### src/rtl/ysyx_24100006_mem_arbiter_pkg.sv
// Shared definitions for the IFU/LSU memory arbiter.
//   arb_state_t : FSM encoding (IDLE -> REQ -> WAIT -> RESP -> IDLE)
//   master_t    : master identifiers, IFU = 0, LSU = 1
//   DEFAULT_TIMEOUT / cnt_width : response timeout default and counter sizing
package ysyx_24100006_mem_arbiter_pkg;

    typedef enum logic [1:0] {
        ST_IDLE = 2'd0,
        ST_REQ  = 2'd1,
        ST_WAIT = 2'd2,
        ST_RESP = 2'd3
    } arb_state_t;

    typedef enum logic {
        MST_IFU = 1'b0,
        MST_LSU = 1'b1
    } master_t;

    localparam int DEFAULT_TIMEOUT = 256;

    // Counter only has to reach TIMEOUT-1; keep at least one bit so a
    // disabled or tiny timeout still yields a legal vector.
    function automatic int cnt_width(input int timeout);
        return (timeout > 2) ? $clog2(timeout) : 1;
    endfunction

endpackage

### src/rtl/ysyx_24100006_mem_arbiter_if.sv
// Bus bundle between the arbiter, its two masters (IFU, LSU) and memory.
//
// Handshake rules:
//   Request channels (ifu_req_*, lsu_req_*, mem_req_*) are valid/ready: a
//   transfer happens on a rising clock edge where valid && ready are both 1.
//   The requester holds valid and its payload stable until that edge; ready
//   may depend combinationally on valid. Response channels (*_resp_valid)
//   are single-cycle pulses with no backpressure: the receiver must take
//   the data in the cycle the pulse is high.
//
// Modports:
//   slave  : the arbiter (serves the masters, drives the memory request)
//   master : the environment (drives IFU/LSU requests, models memory)
interface ysyx_24100006_mem_arbiter_if #(
    parameter int ADDR_W = 32,
    parameter int DATA_W = 32
);
    localparam int STRB_W = DATA_W / 8;

    logic              ifu_req_valid;
    logic              ifu_req_ready;
    logic [ADDR_W-1:0] ifu_addr;
    logic              ifu_resp_valid;
    logic [DATA_W-1:0] ifu_rdata;
    logic              ifu_resp_err;

    logic              lsu_req_valid;
    logic              lsu_req_ready;
    logic [ADDR_W-1:0] lsu_addr;
    logic              lsu_wen;
    logic [DATA_W-1:0] lsu_wdata;
    logic [STRB_W-1:0] lsu_wmask;
    logic              lsu_resp_valid;
    logic [DATA_W-1:0] lsu_rdata;
    logic              lsu_resp_err;

    logic              mem_req_valid;
    logic              mem_req_ready;
    logic [ADDR_W-1:0] mem_addr;
    logic              mem_wen;
    logic [DATA_W-1:0] mem_wdata;
    logic [STRB_W-1:0] mem_wmask;
    logic              mem_resp_valid;
    logic [DATA_W-1:0] mem_rdata;
    logic              mem_resp_err;

    modport slave (
        input  ifu_req_valid, ifu_addr,
        output ifu_req_ready, ifu_resp_valid, ifu_rdata, ifu_resp_err,
        input  lsu_req_valid, lsu_addr, lsu_wen, lsu_wdata, lsu_wmask,
        output lsu_req_ready, lsu_resp_valid, lsu_rdata, lsu_resp_err,
        output mem_req_valid, mem_addr, mem_wen, mem_wdata, mem_wmask,
        input  mem_req_ready, mem_resp_valid, mem_rdata, mem_resp_err
    );

    modport master (
        output ifu_req_valid, ifu_addr,
        input  ifu_req_ready, ifu_resp_valid, ifu_rdata, ifu_resp_err,
        output lsu_req_valid, lsu_addr, lsu_wen, lsu_wdata, lsu_wmask,
        input  lsu_req_ready, lsu_resp_valid, lsu_rdata, lsu_resp_err,
        input  mem_req_valid, mem_addr, mem_wen, mem_wdata, mem_wmask,
        output mem_req_ready, mem_resp_valid, mem_rdata, mem_resp_err
    );

endinterface

### src/rtl/ysyx_24100006_mem_arbiter_rr_pick.sv
// Combinational grant selection between IFU and LSU.
//   ifu_valid, lsu_valid : pending requests
//   last_grant           : master granted most recently
//   grant                : master to serve (meaningful only when any = 1)
//   any                  : at least one request pending
// RR_EN = 0: LSU wins a tie. RR_EN = 1: the tie goes to the master that
// was not granted last.
module ysyx_24100006_rr_pick
    import ysyx_24100006_mem_arbiter_pkg::*;
#(
    parameter int RR_EN = 0
) (
    input  logic    ifu_valid,
    input  logic    lsu_valid,
    input  master_t last_grant,
    output master_t grant,
    output logic    any
);

    always_comb begin
        any   = ifu_valid | lsu_valid;
        grant = MST_IFU;
        if (ifu_valid && lsu_valid) begin
            if ((RR_EN != 0) && (last_grant == MST_LSU)) grant = MST_IFU;
            else                                          grant = MST_LSU;
        end else if (lsu_valid) begin
            grant = MST_LSU;
        end
    end

endmodule

### src/rtl/ysyx_24100006_mem_arbiter.sv
// Shares one memory port between instruction fetch (read-only) and
// load/store (read/write). One transaction is in flight at a time.
//   clk, reset : clock (rising edge), asynchronous active-high reset
//   bus        : IFU/LSU request+response channels and the memory port
//   busy       : high whenever the FSM is not IDLE
//   dbg_state  : current FSM state
// A response that does not arrive within TIMEOUT cycles of acceptance is
// turned into an error response (rdata = 0) so the requester never hangs.
module ysyx_24100006_mem_arbiter
    import ysyx_24100006_mem_arbiter_pkg::*;
#(
    parameter int ADDR_W  = 32,
    parameter int DATA_W  = 32,
    parameter int RR_EN   = 0,
    parameter int TIMEOUT = DEFAULT_TIMEOUT
) (
    input  logic       clk,
    input  logic       reset,
    ysyx_24100006_mem_arbiter_if.slave bus,
    output logic       busy,
    output arb_state_t dbg_state
);

    localparam int STRB_W = DATA_W / 8;
    localparam int CNT_W  = cnt_width(TIMEOUT);
    localparam logic [CNT_W-1:0] CNT_LAST = CNT_W'(TIMEOUT - 1);

    arb_state_t        state_q, state_d;
    master_t           grant_q, last_grant_q, pick_grant;
    logic              pick_any;
    logic [CNT_W-1:0]  cnt_q;
    logic              wr_q;
    logic              timeout_hit;
    logic [DATA_W-1:0] ifu_rdata_q, lsu_rdata_q;
    logic              ifu_err_q, lsu_err_q;

    ysyx_24100006_rr_pick #(.RR_EN(RR_EN)) u_pick (
        .ifu_valid  (bus.ifu_req_valid),
        .lsu_valid  (bus.lsu_req_valid),
        .last_grant (last_grant_q),
        .grant      (pick_grant),
        .any        (pick_any)
    );

    assign timeout_hit = (TIMEOUT != 0) && (cnt_q == CNT_LAST);

    always_ff @(posedge clk or posedge reset) begin
        if (reset) state_q <= ST_IDLE;
        else       state_q <= state_d;
    end

    // Response and timeout in the same cycle: the response takes priority,
    // which the datapath below mirrors.
    always_comb begin
        state_d = state_q;
        case (state_q)
            ST_IDLE: if (pick_any)                           state_d = ST_REQ;
            ST_REQ:  if (bus.mem_req_ready)                  state_d = ST_WAIT;
            ST_WAIT: if (bus.mem_resp_valid || timeout_hit)  state_d = ST_RESP;
            ST_RESP:                                         state_d = ST_IDLE;
            default:                                         state_d = ST_IDLE;
        endcase
    end

    always_ff @(posedge clk or posedge reset) begin
        if (reset) begin
            grant_q      <= MST_IFU;
            last_grant_q <= MST_LSU;
            cnt_q        <= '0;
            wr_q         <= 1'b0;
            ifu_rdata_q  <= '0;
            ifu_err_q    <= 1'b0;
            lsu_rdata_q  <= '0;
            lsu_err_q    <= 1'b0;
        end else begin
            case (state_q)
                ST_IDLE: begin
                    if (pick_any) begin
                        grant_q      <= pick_grant;
                        last_grant_q <= pick_grant;
                    end
                end
                ST_REQ: begin
                    // The payload is not held after acceptance, so remember
                    // whether this was a write to zero its read data later.
                    if (bus.mem_req_ready) begin
                        cnt_q <= '0;
                        wr_q  <= (grant_q == MST_LSU) && bus.lsu_wen;
                    end
                end
                ST_WAIT: begin
                    cnt_q <= cnt_q + 1'b1;
                    if (bus.mem_resp_valid) begin
                        if (grant_q == MST_IFU) begin
                            ifu_rdata_q <= bus.mem_rdata;
                            ifu_err_q   <= bus.mem_resp_err;
                        end else begin
                            lsu_rdata_q <= wr_q ? '0 : bus.mem_rdata;
                            lsu_err_q   <= bus.mem_resp_err;
                        end
                    end else if (timeout_hit) begin
                        if (grant_q == MST_IFU) begin
                            ifu_rdata_q <= '0;
                            ifu_err_q   <= 1'b1;
                        end else begin
                            lsu_rdata_q <= '0;
                            lsu_err_q   <= 1'b1;
                        end
                    end
                end
                default: ;
            endcase
        end
    end

    // Memory request payload is a pure mux of the granted master; it is
    // zero outside REQ.
    always_comb begin
        bus.mem_req_valid = (state_q == ST_REQ);
        bus.mem_addr      = {ADDR_W{1'b0}};
        bus.mem_wen       = 1'b0;
        bus.mem_wdata     = {DATA_W{1'b0}};
        bus.mem_wmask     = {STRB_W{1'b0}};
        if (state_q == ST_REQ) begin
            if (grant_q == MST_LSU) begin
                bus.mem_addr  = bus.lsu_addr;
                bus.mem_wen   = bus.lsu_wen;
                bus.mem_wdata = bus.lsu_wdata;
                bus.mem_wmask = bus.lsu_wmask;
            end else begin
                bus.mem_addr  = bus.ifu_addr;
            end
        end
    end

    assign bus.ifu_req_ready  = (state_q == ST_REQ)  && (grant_q == MST_IFU) && bus.mem_req_ready;
    assign bus.lsu_req_ready  = (state_q == ST_REQ)  && (grant_q == MST_LSU) && bus.mem_req_ready;
    assign bus.ifu_resp_valid = (state_q == ST_RESP) && (grant_q == MST_IFU);
    assign bus.lsu_resp_valid = (state_q == ST_RESP) && (grant_q == MST_LSU);
    assign bus.ifu_rdata      = ifu_rdata_q;
    assign bus.ifu_resp_err   = ifu_err_q;
    assign bus.lsu_rdata      = lsu_rdata_q;
    assign bus.lsu_resp_err   = lsu_err_q;

    assign busy      = (state_q != ST_IDLE);
    assign dbg_state = state_q;

endmodule

### src/flat_wrapper.sv
// flat-port wrapper written by rule: the top's interface ports become plain ports
module ysyx_24100006_mem_arbiter_flat import ysyx_24100006_mem_arbiter_pkg::*;
#(
    parameter int ADDR_W  = 32,
    parameter int DATA_W  = 32,
    parameter int RR_EN   = 0,
    parameter int TIMEOUT = DEFAULT_TIMEOUT
)
  (clk, reset, busy, dbg_state, bus_ifu_req_valid, bus_ifu_addr, bus_ifu_req_ready, bus_ifu_resp_valid, bus_ifu_rdata, bus_ifu_resp_err, bus_lsu_req_valid, bus_lsu_addr, bus_lsu_wen, bus_lsu_wdata, bus_lsu_wmask, bus_lsu_req_ready, bus_lsu_resp_valid, bus_lsu_rdata, bus_lsu_resp_err, bus_mem_req_valid, bus_mem_addr, bus_mem_wen, bus_mem_wdata, bus_mem_wmask, bus_mem_req_ready, bus_mem_resp_valid, bus_mem_rdata, bus_mem_resp_err);
  ysyx_24100006_mem_arbiter_if #(.ADDR_W(ADDR_W), .DATA_W(DATA_W)) bus_i ();
  input  logic clk;
  input  logic reset;
  output logic busy;
  output arb_state_t dbg_state;
  input wire logic [$bits(bus_i.ifu_req_valid)-1:0] bus_ifu_req_valid;
  input wire logic [$bits(bus_i.ifu_addr)-1:0] bus_ifu_addr;
  output wire logic [$bits(bus_i.ifu_req_ready)-1:0] bus_ifu_req_ready;
  output wire logic [$bits(bus_i.ifu_resp_valid)-1:0] bus_ifu_resp_valid;
  output wire logic [$bits(bus_i.ifu_rdata)-1:0] bus_ifu_rdata;
  output wire logic [$bits(bus_i.ifu_resp_err)-1:0] bus_ifu_resp_err;
  input wire logic [$bits(bus_i.lsu_req_valid)-1:0] bus_lsu_req_valid;
  input wire logic [$bits(bus_i.lsu_addr)-1:0] bus_lsu_addr;
  input wire logic [$bits(bus_i.lsu_wen)-1:0] bus_lsu_wen;
  input wire logic [$bits(bus_i.lsu_wdata)-1:0] bus_lsu_wdata;
  input wire logic [$bits(bus_i.lsu_wmask)-1:0] bus_lsu_wmask;
  output wire logic [$bits(bus_i.lsu_req_ready)-1:0] bus_lsu_req_ready;
  output wire logic [$bits(bus_i.lsu_resp_valid)-1:0] bus_lsu_resp_valid;
  output wire logic [$bits(bus_i.lsu_rdata)-1:0] bus_lsu_rdata;
  output wire logic [$bits(bus_i.lsu_resp_err)-1:0] bus_lsu_resp_err;
  output wire logic [$bits(bus_i.mem_req_valid)-1:0] bus_mem_req_valid;
  output wire logic [$bits(bus_i.mem_addr)-1:0] bus_mem_addr;
  output wire logic [$bits(bus_i.mem_wen)-1:0] bus_mem_wen;
  output wire logic [$bits(bus_i.mem_wdata)-1:0] bus_mem_wdata;
  output wire logic [$bits(bus_i.mem_wmask)-1:0] bus_mem_wmask;
  input wire logic [$bits(bus_i.mem_req_ready)-1:0] bus_mem_req_ready;
  input wire logic [$bits(bus_i.mem_resp_valid)-1:0] bus_mem_resp_valid;
  input wire logic [$bits(bus_i.mem_rdata)-1:0] bus_mem_rdata;
  input wire logic [$bits(bus_i.mem_resp_err)-1:0] bus_mem_resp_err;
  assign bus_i.ifu_req_valid = bus_ifu_req_valid;
  assign bus_i.ifu_addr = bus_ifu_addr;
  assign bus_ifu_req_ready = bus_i.ifu_req_ready;
  assign bus_ifu_resp_valid = bus_i.ifu_resp_valid;
  assign bus_ifu_rdata = bus_i.ifu_rdata;
  assign bus_ifu_resp_err = bus_i.ifu_resp_err;
  assign bus_i.lsu_req_valid = bus_lsu_req_valid;
  assign bus_i.lsu_addr = bus_lsu_addr;
  assign bus_i.lsu_wen = bus_lsu_wen;
  assign bus_i.lsu_wdata = bus_lsu_wdata;
  assign bus_i.lsu_wmask = bus_lsu_wmask;
  assign bus_lsu_req_ready = bus_i.lsu_req_ready;
  assign bus_lsu_resp_valid = bus_i.lsu_resp_valid;
  assign bus_lsu_rdata = bus_i.lsu_rdata;
  assign bus_lsu_resp_err = bus_i.lsu_resp_err;
  assign bus_mem_req_valid = bus_i.mem_req_valid;
  assign bus_mem_addr = bus_i.mem_addr;
  assign bus_mem_wen = bus_i.mem_wen;
  assign bus_mem_wdata = bus_i.mem_wdata;
  assign bus_mem_wmask = bus_i.mem_wmask;
  assign bus_i.mem_req_ready = bus_mem_req_ready;
  assign bus_i.mem_resp_valid = bus_mem_resp_valid;
  assign bus_i.mem_rdata = bus_mem_rdata;
  assign bus_i.mem_resp_err = bus_mem_resp_err;
  ysyx_24100006_mem_arbiter #(.ADDR_W(ADDR_W), .DATA_W(DATA_W), .RR_EN(RR_EN), .TIMEOUT(TIMEOUT)) u_core (.clk(clk), .reset(reset), .bus(bus_i), .busy(busy), .dbg_state(dbg_state));
endmodule
### config.mk
export PLATFORM = sky130hd
export DESIGN_NAME = ysyx_24100006_mem_arbiter_flat
export DESIGN_NICKNAME = d
export VERILOG_FILES = /design/src/rtl/ysyx_24100006_mem_arbiter_pkg.sv /design/src/rtl/ysyx_24100006_mem_arbiter_if.sv /design/src/rtl/ysyx_24100006_mem_arbiter_rr_pick.sv /design/src/rtl/ysyx_24100006_mem_arbiter.sv /design/src/flat_wrapper.sv
export SDC_FILE = /design/constraint.sdc
export NUM_CORES = 1
export LEC_CHECK = 0
export BUFFER_PORTS_ARGS = -buffer_cell sky130_fd_sc_hd__buf_2
export CORE_AREA = 5 5 109 111
export DETAILED_ROUTE_END_ITERATION = 12
export DIE_AREA = 0 0 114 116
export PLACE_DENSITY_LB_ADDON = 0.12
export REMOVE_ABC_BUFFERS = 1
export SETUP_SLACK_MARGIN = 0.15
export SLEW_MARGIN = 20
export SYNTH_ARGS = -nofsm -noshare
export SYNTH_HDL_FRONTEND = slang
export SYNTH_SLANG_ARGS = --single-unit
### constraint.sdc
create_clock -name clk -period 3.1 [get_ports clk]
set_input_delay 0.775 -clock clk [delete_from_list [all_inputs] [get_ports clk]]
set_output_delay 0.775 -clock clk [all_outputs]
set_load 0.1 [all_outputs]
==> results_dict.tcl <==
set metrics [dict create \
    min_period_ns 2.84 \
    cts_sinks 78 \
    postCtsSetupBuffers 0 \
    io_pins 283 \
    drive_above_1_share_pct 41.9 \
    r2r_slack_ns 1.00 \
    fin_cells 896 \
    row_count 38 \
    seq_area_frac_synth_pct 42.3 \
    crit_path_start "u_core.dbg_state[1]" \
    async_reset_ff_share_pct 100 \
    grt_overflow 0 \
    final_cell_mix "215 x buf_2, 77 x dfrtp_1, 70 x nand2b_1" \
    yosys.area.top_type "dfrtp_1" \
    hp-class "in -> async" \
    r2r-start "u_core.dbg_state[1]" \
    drt-pass1-iter-count 5 \
    hold_violations 0 \
    cp-endpoint "bus_mem_addr[19]" \
    yosys-top-cells-area "dfrtp_1 42%, a22oi_1 10%, nand2b_1 9.5%, mux2i_1 8.0%, o21ai_0 7.1%" \
    setup_viol 0 \
    grt_pass1_vias 4807 \
    drtIter0Drc 507 \
    ff2ff_path_depth 6 \
    drt_wl_total_mm 18.7 \
    die_h_um 116 \
    crit_type "reg -> out" \
    ys_types 38 \
    clockBufferDepth 2 \
    cp-end-kind "primary output" \
    drc 0 \
    via_per_inst 5.48 \
    fin_nets 895 \
    yosys_warnings 0 \
    grt_pass1_wl_mm 27.5 \
    dieArea_um2 13200 \
    finalMaxSlewViolations 0 \
    max_cap_viol_count 0 \
    layout_commonest_cell "buf_2" \
    fmax_mhz 352 \
    finalWeightedCongestion 0.845 \
    die_w_um 114 \
    wire_per_inst_um 20.8 \
    synth-edff-count 0 \
    port_buffers 282 \
    cts-htree-levels 3 \
    rsz0062_at_grt "no" \
    tightest_slew_ns 0.749 \
    start_kind "flip-flop" \
    hpwlAfterDp_mm 14.3 \
    via_count 4910 \
    synth-seq-cells 78 \
    period_share_pct 91.8 \
    syn2layout_area_growth_pct 55.6 \
    worst_r2r_endpoint "u_core.cnt_q[4]" \
    grt_usage_pct 27.0 \
    status "finished, final reports clean" \
    maxSlewHeadroom_pct 50.0 \
    cts_root_buffer "clkbuf_8" \
    arrival_ns 2.07 \
    clk_pin_slew_ns 0.10 \
    fin_util_pct 67.1 \
    cp.required_ns 2.32 \
    cts_tree "yes" \
    drt.antenna.violating_nets 0 \
    dpl.cell_count 879 \
    core_area_um2 10700 \
    antenna_found_initial 6 \
    synthCells 492 \
    syn_avg_cell_area_um2 9.37 \
    synthesis.area_um2 4610 \
    synth_top_area_share_pct 42.3 \
    grt_max_degree 68 \
    clkLatencyLatePin_ns 0.37 \
    clock-skew-final_ns 0.0186 \
    start_util_pct 43.1 \
    critical_path.max_fanout 67 \
    synth_flop_cell "dfrtp_1" \
    cts_buffers 9 \
]
## registers in the layout, indices dropped and copies added, names as in the netlist
| register | count |
|---|---|
| u_core.bus.ifu_rdata | 32 |
| u_core.bus.ifu_resp_err | 1 |
| u_core.bus.lsu_rdata | 32 |
| u_core.bus.lsu_resp_err | 1 |
| u_core.cnt_q | 8 |
| u_core.dbg_state | 2 |
| u_core.grant_q | 1 |
| u_core.wr_q | 1 |
## kinds of logic after synthesis
logic type	synth area share, %
flip-flops	42.3
AO/OA/AOI/OAI	20.2
adder cells (fa/ha/maj)	1.36
buffers and inverters	4.78
AND/OR/NAND/NOR	23.0
multiplexers	8.33
## critical path, stage by stage, from the launching register on
cell and delay [ns]:
dfrtp_1 0.44, inv_1 0.13, ha_2 0.29, buf_12 0.26, nor2b_1 0.20, clkbuf_4 0.36
## worst min-delay path by stage
stage | start | endpoint | slack, ns | cells after the start
2_1_floorplan | u_core.wr_q | u_core.wr_q | 0.47 | 1
3_3_place_gp | u_core.wr_q | u_core.wr_q | 0.50 | 1
3_5_place_dp | u_core.wr_q | u_core.wr_q | 0.50 | 1
4_1_cts | u_core.wr_q | u_core.wr_q | 0.52 | 1
5_1_grt | u_core.wr_q | u_core.wr_q | 0.55 | 1
6_report | reset | u_core.bus.ifu_rdata[12] | 0.51 | 2
## final cells by class
type                       count  area (um^2)
antenna                        1         2.50
clock buffer                  10          138
clock inverter                 6         92.6
fill                         893         3520
inverter                       5         20.0
multi-input combinational    362         2450
sequential                    78         1950
tap                          140          175
timing repair buffer         294         2340
## synth_stat cells (2+ instances only)
library cell	instances
dfrtp_1	78
nand2b_1	70
o21ai_0	65
a22oi_1	64
and3_1	38
mux2i_1	37
nor2b_1	36
clkbuf_1	27
buf_2	16
nand2_1	11
ha_1	5
inv_1	5
clkbuf_2	4
nand3_1	4
nor3b_1	3
a21oi_1	2
a22o_1	2
nor2_1	2
o211ai_1	2
o21ai_1	2
o31a_1	2
## routing by layer
| metal | global-route usage (%) | part of all wire [%] | vias up |
|---|---|---|---|
| met2 | 44.4 | 50 | 250 |
| met1 | 33.3 | 38 | 2341 |
| li1 | - | - | 2272 |
| met5 | 0 | 0.35 | - |
| met3 | 8.98 | 9.4 | 37 |
| met4 | 9.74 | 2.7 | 10 |
## per-stage QoR
step	instance area [um^2]	setup TNS, ns	hold slack [ns]	setup slack (ns)
after CTS	7130	0	0.518	0.202
final	7170	0	0.508	0.255
after global routing	7170	0	0.549	0.163
after floorplan	4410	-129.69	0.466	-1.91
after global placement	6900	0	0.499	0.699
after detailed placement	6900	0	0.498	0.611
## repair_timing
item                       in CTS  in global routing
gates resized for setup         0                 17
hold buffers                    0                  0
setup endpoints to repair       0                 17
Power is not shown: default switching activity piles up to over one toggle a cycle in this logic, so the estimate is an artifact.
